===== src/rtl/speicher_schnittstelle_pkg.sv =====
// Shared types for the memory-side responder: FSM states, request sources, timeout defaults.
// Request vector bit positions double as the priority order (store > load > fetch).
package speicher_schnittstelle_pkg;

    typedef enum logic [2:0] {
        IDLE,
        LESEN_BEFEHL,
        LESEN_DATEN,
        SCHREIBEN,
        FERTIG,
        FREIGABE
    } zustand_t;

    // Also selects which done pulse fires
    typedef enum logic [1:0] {
        QUELLE_BEFEHL    = 2'd0,
        QUELLE_LADEN     = 2'd1,
        QUELLE_SPEICHERN = 2'd2
    } quelle_t;

    localparam int TIMEOUT_STANDARD = 255;
    localparam int ZAEHLERBREITE    = 8;

    localparam int BIT_BEFEHL    = 0;
    localparam int BIT_LADEN     = 1;
    localparam int BIT_SPEICHERN = 2;

    function automatic quelle_t hoechsteAnforderung(input logic [2:0] anforderung);
        if (anforderung[BIT_SPEICHERN])
            return QUELLE_SPEICHERN;
        else if (anforderung[BIT_LADEN])
            return QUELLE_LADEN;
        else
            return QUELLE_BEFEHL;
    endfunction

    function automatic logic fehlausgerichtet(input logic [1:0] adresseUnten);
        return adresseUnten != 2'b00;
    endfunction

endpackage


===== src/rtl/speicher_schnittstelle_zeitueberwachung.sv =====
// Loadable 8-bit wait counter; abgelaufen flags the last allowed access cycle.
// Counts only while zaehlen is high and stops once the limit is reached.
module zeitueberwachung
    import speicher_schnittstelle_pkg::*;
#(
    parameter int TIMEOUT = TIMEOUT_STANDARD
) (
    input  logic Clock,
    input  logic Reset,
    input  logic laden,
    input  logic zaehlen,
    output logic abgelaufen
);

    localparam logic [ZAEHLERBREITE-1:0] GRENZE =
        (TIMEOUT > 1) ? ZAEHLERBREITE'(TIMEOUT - 1) : '0;

    logic [ZAEHLERBREITE-1:0] zaehler;

    always_ff @(posedge Clock or negedge Reset) begin
        if (!Reset)
            zaehler <= '0;
        else if (laden)
            zaehler <= '0;
        else if (zaehlen && !abgelaufen)
            zaehler <= zaehler + 1'b1;
    end

    // True during the TIMEOUT-th access cycle, so the abort lands after exactly TIMEOUT bus cycles
    assign abgelaufen = (zaehler == GRENZE);

endmodule


===== src/rtl/speicher_schnittstelle.sv =====
// Fetch/load/store responder: one word transaction at a time, done pulse one cycle after MemBereit.
// Requests are level-held; the bus waits on MemBereit up to TIMEOUT cycles, then aborts with Fehler.
module speicher_schnittstelle
    import speicher_schnittstelle_pkg::*;
#(
    parameter int ADRESSBREITE = 32,
    parameter int DATENBREITE  = 32,
    parameter int TIMEOUT      = TIMEOUT_STANDARD
) (
    input  logic                    Clock,
    input  logic                    Reset,
    input  logic                    LoadBefehlSignal,
    input  logic                    LoadDatenSignal,
    input  logic                    StoreDatenSignal,
    input  logic [ADRESSBREITE-1:0] Befehlsadresse,
    input  logic [ADRESSBREITE-1:0] Datenadresse,
    input  logic [DATENBREITE-1:0]  StoreDaten,
    output logic                    BefehlGeladen,
    output logic                    DatenGeladen,
    output logic                    DatenGespeichert,
    output logic [DATENBREITE-1:0]  Befehl,
    output logic [DATENBREITE-1:0]  LadeDaten,
    output logic                    Fehler,
    output logic [ADRESSBREITE-1:0] MemAdresse,
    output logic                    MemLesen,
    output logic                    MemSchreiben,
    output logic [DATENBREITE-1:0]  MemDatenAus,
    input  logic [DATENBREITE-1:0]  MemDatenEin,
    input  logic                    MemBereit
);

    zustand_t                zustand, naechsterZustand;
    quelle_t                 quelle, neueQuelle, meldeQuelle;
    logic [2:0]              anforderung;
    logic [ADRESSBREITE-1:0] neueAdresse;
    logic                    neuFehlausgerichtet;
    logic                    annehmen, zugriff, abgelaufen, bedienteAnforderung, meldeFertig;

    always_comb begin
        anforderung                = '0;
        anforderung[BIT_BEFEHL]    = LoadBefehlSignal;
        anforderung[BIT_LADEN]     = LoadDatenSignal;
        anforderung[BIT_SPEICHERN] = StoreDatenSignal;
    end

    zeitueberwachung #(.TIMEOUT(TIMEOUT)) uZeit (
        .Clock      (Clock),
        .Reset      (Reset),
        .laden      (annehmen),
        .zaehlen    (zugriff),
        .abgelaufen (abgelaufen)
    );

    always_ff @(posedge Clock or negedge Reset) begin
        if (!Reset)
            zustand <= IDLE;
        else
            zustand <= naechsterZustand;
    end

    always_comb begin
        naechsterZustand    = zustand;
        annehmen            = 1'b0;
        zugriff             = 1'b0;
        neueQuelle          = hoechsteAnforderung(anforderung);
        neueAdresse         = (neueQuelle == QUELLE_BEFEHL) ? Befehlsadresse : Datenadresse;
        neuFehlausgerichtet = fehlausgerichtet(neueAdresse[1:0]);
        case (quelle)
            QUELLE_LADEN:     bedienteAnforderung = LoadDatenSignal;
            QUELLE_SPEICHERN: bedienteAnforderung = StoreDatenSignal;
            default:          bedienteAnforderung = LoadBefehlSignal;
        endcase
        case (zustand)
            IDLE: begin
                if (|anforderung) begin
                    annehmen = 1'b1;
                    if (neuFehlausgerichtet)
                        naechsterZustand = FERTIG;
                    else if (neueQuelle == QUELLE_SPEICHERN)
                        naechsterZustand = SCHREIBEN;
                    else if (neueQuelle == QUELLE_LADEN)
                        naechsterZustand = LESEN_DATEN;
                    else
                        naechsterZustand = LESEN_BEFEHL;
                end
            end
            LESEN_BEFEHL, LESEN_DATEN, SCHREIBEN: begin
                zugriff = 1'b1;
                if (MemBereit || abgelaufen)
                    naechsterZustand = FERTIG;
            end
            FERTIG:   naechsterZustand = FREIGABE;
            FREIGABE: if (!bedienteAnforderung) naechsterZustand = IDLE;
            default:  naechsterZustand = IDLE;
        endcase
        meldeFertig = (naechsterZustand == FERTIG) && (zustand != FERTIG);
        meldeQuelle = annehmen ? neueQuelle : quelle;
    end

    always_ff @(posedge Clock or negedge Reset) begin
        if (!Reset) begin
            quelle           <= QUELLE_BEFEHL;
            BefehlGeladen    <= 1'b0;
            DatenGeladen     <= 1'b0;
            DatenGespeichert <= 1'b0;
            Befehl           <= '0;
            LadeDaten        <= '0;
            Fehler           <= 1'b0;
            MemAdresse       <= '0;
            MemLesen         <= 1'b0;
            MemSchreiben     <= 1'b0;
            MemDatenAus      <= '0;
        end else begin
            BefehlGeladen    <= meldeFertig && (meldeQuelle == QUELLE_BEFEHL);
            DatenGeladen     <= meldeFertig && (meldeQuelle == QUELLE_LADEN);
            DatenGespeichert <= meldeFertig && (meldeQuelle == QUELLE_SPEICHERN);
            if (annehmen) begin
                quelle <= neueQuelle;
                if (neuFehlausgerichtet) begin
                    // No bus cycle at all; the requester still gets its done pulse
                    Fehler <= 1'b1;
                    if (neueQuelle == QUELLE_BEFEHL) Befehl    <= '0;
                    if (neueQuelle == QUELLE_LADEN)  LadeDaten <= '0;
                end else begin
                    MemAdresse   <= neueAdresse;
                    MemLesen     <= (neueQuelle != QUELLE_SPEICHERN);
                    MemSchreiben <= (neueQuelle == QUELLE_SPEICHERN);
                    if (neueQuelle == QUELLE_SPEICHERN)
                        MemDatenAus <= StoreDaten;
                end
            end else if (zugriff && (MemBereit || abgelaufen)) begin
                MemLesen     <= 1'b0;
                MemSchreiben <= 1'b0;
                if (!MemBereit)
                    Fehler <= 1'b1;
                if (quelle == QUELLE_BEFEHL) Befehl    <= MemBereit ? MemDatenEin : '0;
                if (quelle == QUELLE_LADEN)  LadeDaten <= MemBereit ? MemDatenEin : '0;
            end
        end
    end

endmodule


===== config.mk =====
export PLATFORM = sky130hd
export DESIGN_NAME = speicher_schnittstelle
export DESIGN_NICKNAME = d
export VERILOG_FILES = /design/src/rtl/speicher_schnittstelle_pkg.sv /design/src/rtl/speicher_schnittstelle_zeitueberwachung.sv /design/src/rtl/speicher_schnittstelle.sv
export SDC_FILE = /design/constraint.sdc
export NUM_CORES = 1
export LEC_CHECK = 0
export BUFFER_PORTS_ARGS = -buffer_cell sky130_fd_sc_hd__buf_2
export CAP_MARGIN = 30
export CORE_ASPECT_RATIO = 1.4
export CORE_MARGIN = 2
export CORE_UTILIZATION = 28
export DETAILED_ROUTE_END_ITERATION = 12
export PLACE_DENSITY = 0.58
export SLEW_MARGIN = 20
export SYNTH_ARGS = -nofsm -noshare
export SYNTH_HDL_FRONTEND = slang
export SYNTH_HIERARCHICAL = 1
export SYNTH_SLANG_ARGS = --single-unit

===== constraint.sdc =====
create_clock -name Clock -period 2.8 [get_ports Clock]
set_clock_uncertainty 0.2 [all_clocks]
set_input_delay 0.56 -clock Clock [delete_from_list [all_inputs] [get_ports Clock]]
set_output_delay 0.56 -clock Clock [all_outputs]
set_load 0.005 [all_outputs]

==> flow_metrics.py <==
metrics = {
    "sta": {
        "post-route-period-util": 0.854,
        "rsz0062_at_grt": "no",
        "hold_viol_final": 0,
        "setup_viol": 0,
        "timing.fmax_mhz": 418,
        "finalCriticalPeriod_ps": 2390,
        "tns_ps": 0,
        "slew-limit-headroom": 0.565,
        "layout_setup_ws_ps": 408,
        "slew_violations": 0,
        "worst_slew_pin_slew_ps": 636,
    },
    "detailed_routing": {
        "wl_per_cell_um": 14.4,
        "firstDrtPassIters": 4,
        "routed-via-count": 4735,
        "wirelength_um": 15900,
        "first_iter_violations": 158,
        "viasPerCell": 4.30,
        "ant_nets": 0,
        "drc_errors": 0,
    },
    "yosys": {
        "synth_xor_area_frac": 0,
        "post_synth_mux_area_share": 0.271,
        "yosys-top-cells-count": "dfrtp_1, inv_1, mux2_2",
        "syn_inst": 512,
        "ys_types": 51,
        "yosys.area.top_type_share": 0.567,
        "synthesis.nets": 651,
        "ys_warn_count": 6,
        "postSynth.asyncResetShare": 1.00,
        "yosys-top-cells-area": "dfrtp_1, mux2_2, mux2i_1",
        "synth_edf_count": 0,
        "yosysTopAreaCell": "dfrtp_1",
        "synth_most_common_cell": "dfrtp_1",
        "synth.ff_latch_count": 147,
        "synth-compound-area-share": 0.0326,
        "seq_area_frac_synth": 0.567,
        "yosys.area_share.adder": 0.00965,
        "synthesis.area_um2": 6490,
        "synth_top_family_by_area": "multiplexers",
        "synthSimpleGateAreaFrac": 0.0592,
        "syn_area_per_cell_um2": 12.7,
        "ys.flop_type": "dfrtp_1",
    },
    "power_and_ir_drop": {
        "max-vdd-ir-drop_mv": 0.390,
        "switching_share": 0.310,
        "p_switching_mw": 2.74,
        "combPwrFrac": 0.323,
        "power_density_nw_per_um2": 999,
        "internal-power_mw": 6.10,
        "finalPower_mw": 8.84,
        "static-leakage-power_nw": 4.85,
        "p_clk_frac": 0.272,
        "seqPwrFrac": 0.404,
    },
    "final_layout": {
        "nets": 927,
        "antennaDiodeCount": 0,
        "postLayoutCellArea_um2": 8850,
        "drive_gt1_frac": 0.487,
        "synthToLayoutAreaGrowth_pct": 36.4,
    },
    "floorplan": {
        "ios": 268,
        "core-area_um2": 22600,
        "initial_core_util": 0.287,
        "dieWidth_um": 133,
        "fp.dieArea_um2": 24400,
        "rows": 65,
        "dieHeight_um": 184,
    },
    "clock_network": {
        "insertion_delay_ps": 420,
        "numClockSinks": 147,
        "clockBufferDepth": 2,
        "cts_tree": "done",
        "h-tree-depth": 4,
        "numCtsBuffers": 17,
        "root_buffer": "clkbuf_16",
        "clkTransAtPathRegs_ps": 60,
    },
    "global_route": {
        "grt_max_degree": 76,
        "overflow": 0,
        "grt_use_total": 0.132,
        "grt_pass1_wl_um": 25200,
        "antenna_found_initial": 0,
        "grt_pass1_vias": 4904,
    },
    "placed_design": {
        "dp_hpwl_um": 11500,
        "portBuffers": 267,
        "post-place-ws_ps": 233,
        "routabilityCongestion": 0.787,
        "place_area_um2": 8200,
    },
    "setup_path": {
        "critPathMaxFanout": 18,
        "arrival_ps": 2540,
        "crit_path_start_kind": "flop",
        "reg2reg_slack_ps": 410,
        "worst_ep_required_time_ps": 2940,
        "cp-end-kind": "flop",
        "path_class": "flop to flop",
    },
    "flow_run": {
        "cap_violations": 0,
    },
    "outcome": {
        "status": "completed",
    },
    "worst_hold_path": {
        "hold_class": "input port to flop",
    },
}
## cell families (layout without fill, tap and decap cells)
| kind of cell | Yosys count | count (layout) |
|---|---|---|
| mux | 163 | 163 |
| compound gates | 28 | 28 |
| flops | 147 | 147 |
| simple gates | 76 | 76 |
| buf+inv | 93 | 380 |
| fa+ha+maj | 5 | 5 |
## per-stage QoR
stage               hold WS, ps  cells  utilization
finish                      164   1100        0.391
global route                140   1100        0.391
CTS                         132   1099        0.390
detailed placement          265   1068        0.363
global placement            262   1068        0.363
floorplan                  64.4    512            -
## area by class of cell
class	instances	area (um2)
fill	2275	13800
sequential	147	3680
multi-input combinational	272	2430
timing repair buffer	278	1480
clock buffer	20	457
tap	301	377
inverter	72	270
clock inverter	10	158
## final timing paths
path,start,endpoint,cells after the start
max reg2reg,uZeit/zaehler[0],LadeDaten[12],8
max in group asynchronous,Reset,Befehl[20],3
max,uZeit/zaehler[0],LadeDaten[12],8
min in group asynchronous,Reset,MemDatenAus[5],3
min,StoreDaten[11],MemDatenAus[11],2
min reg2reg,Fehler,Fehler,1
## worst max-delay path, stage by stage (launching register included)
cell     delay, ps
dfrtp_1        400
inv_1           80
ha_1           230
nand3_1        150
nor2_1          90
o21ai_0        350
o32a_2         250
buf_4          310
mux2i_1        230
## state kept, by name, summed over array words and instances (netlist names)
name / cells
Befehl: 32
LadeDaten: 32
MemAdresse: 32
MemDatenAus: 32
uZeit/zaehler: 8
zustand: 3
quelle: 2
BefehlGeladen: 1
DatenGeladen: 1
DatenGespeichert: 1
Fehler: 1
MemLesen: 1
MemSchreiben: 1
## metal layers
metal / GRT usage / part of all wire / vias up
li1: - / - / 2263
met1: 0.150 / 0.40 / 2283
met3: 0.0449 / 0.065 / 27
met2: 0.226 / 0.51 / 162
met4: 0.0572 / 0.023 / 0
met5: 0 / 0 / -
## power by group through the flow
stage,clock network (mW),logic (mW),registers [mW]
after global routing,2.56,3.20,3.71
after floorplan,0,1.41,3.66
after detailed placement,0,2.93,3.60
after CTS,2.49,2.93,3.59
final,2.41,2.86,3.57
after global placement,0,2.88,3.58
## layout by cell type, fill, tap and decap left out, types with 2 or more instances in the layout
cell / synthesis / routed
a211oi_1: 2 / 2
a21oi_1: 5 / 5
a31oi_1: 2 / 2
and3_1: 2 / 2
buf_12: 0 / 4
buf_2: 8 / 266
buf_4: 3 / 6
bufinv_16: 0 / 4
clkbuf_16: 0 / 17
clkbuf_8: 0 / 2
clkinv_2: 0 / 3
clkinvlp_4: 0 / 3
dfrtp_1: 147 / 147
ha_1: 5 / 5
inv_1: 71 / 71
mux2_1: 26 / 26
mux2_2: 70 / 70
mux2i_1: 66 / 66
nand2_1: 36 / 36
nand2b_1: 2 / 2
nand3_1: 4 / 4
nor2_1: 11 / 11
nor2b_1: 6 / 6
nor3_1: 3 / 3
o21ai_0: 2 / 2
o31ai_1: 2 / 2
## what timing repair did
action | 4_1_cts | 5_1_grt
buffers inserted | 0 | 0
hold buffers | 1 | 0
gates resized for setup | 0 | 0
setup endpoints to repair | 0 | 0
endpoints found under the hold margin | 147 | 0
(Power assumes the default switching activity.)
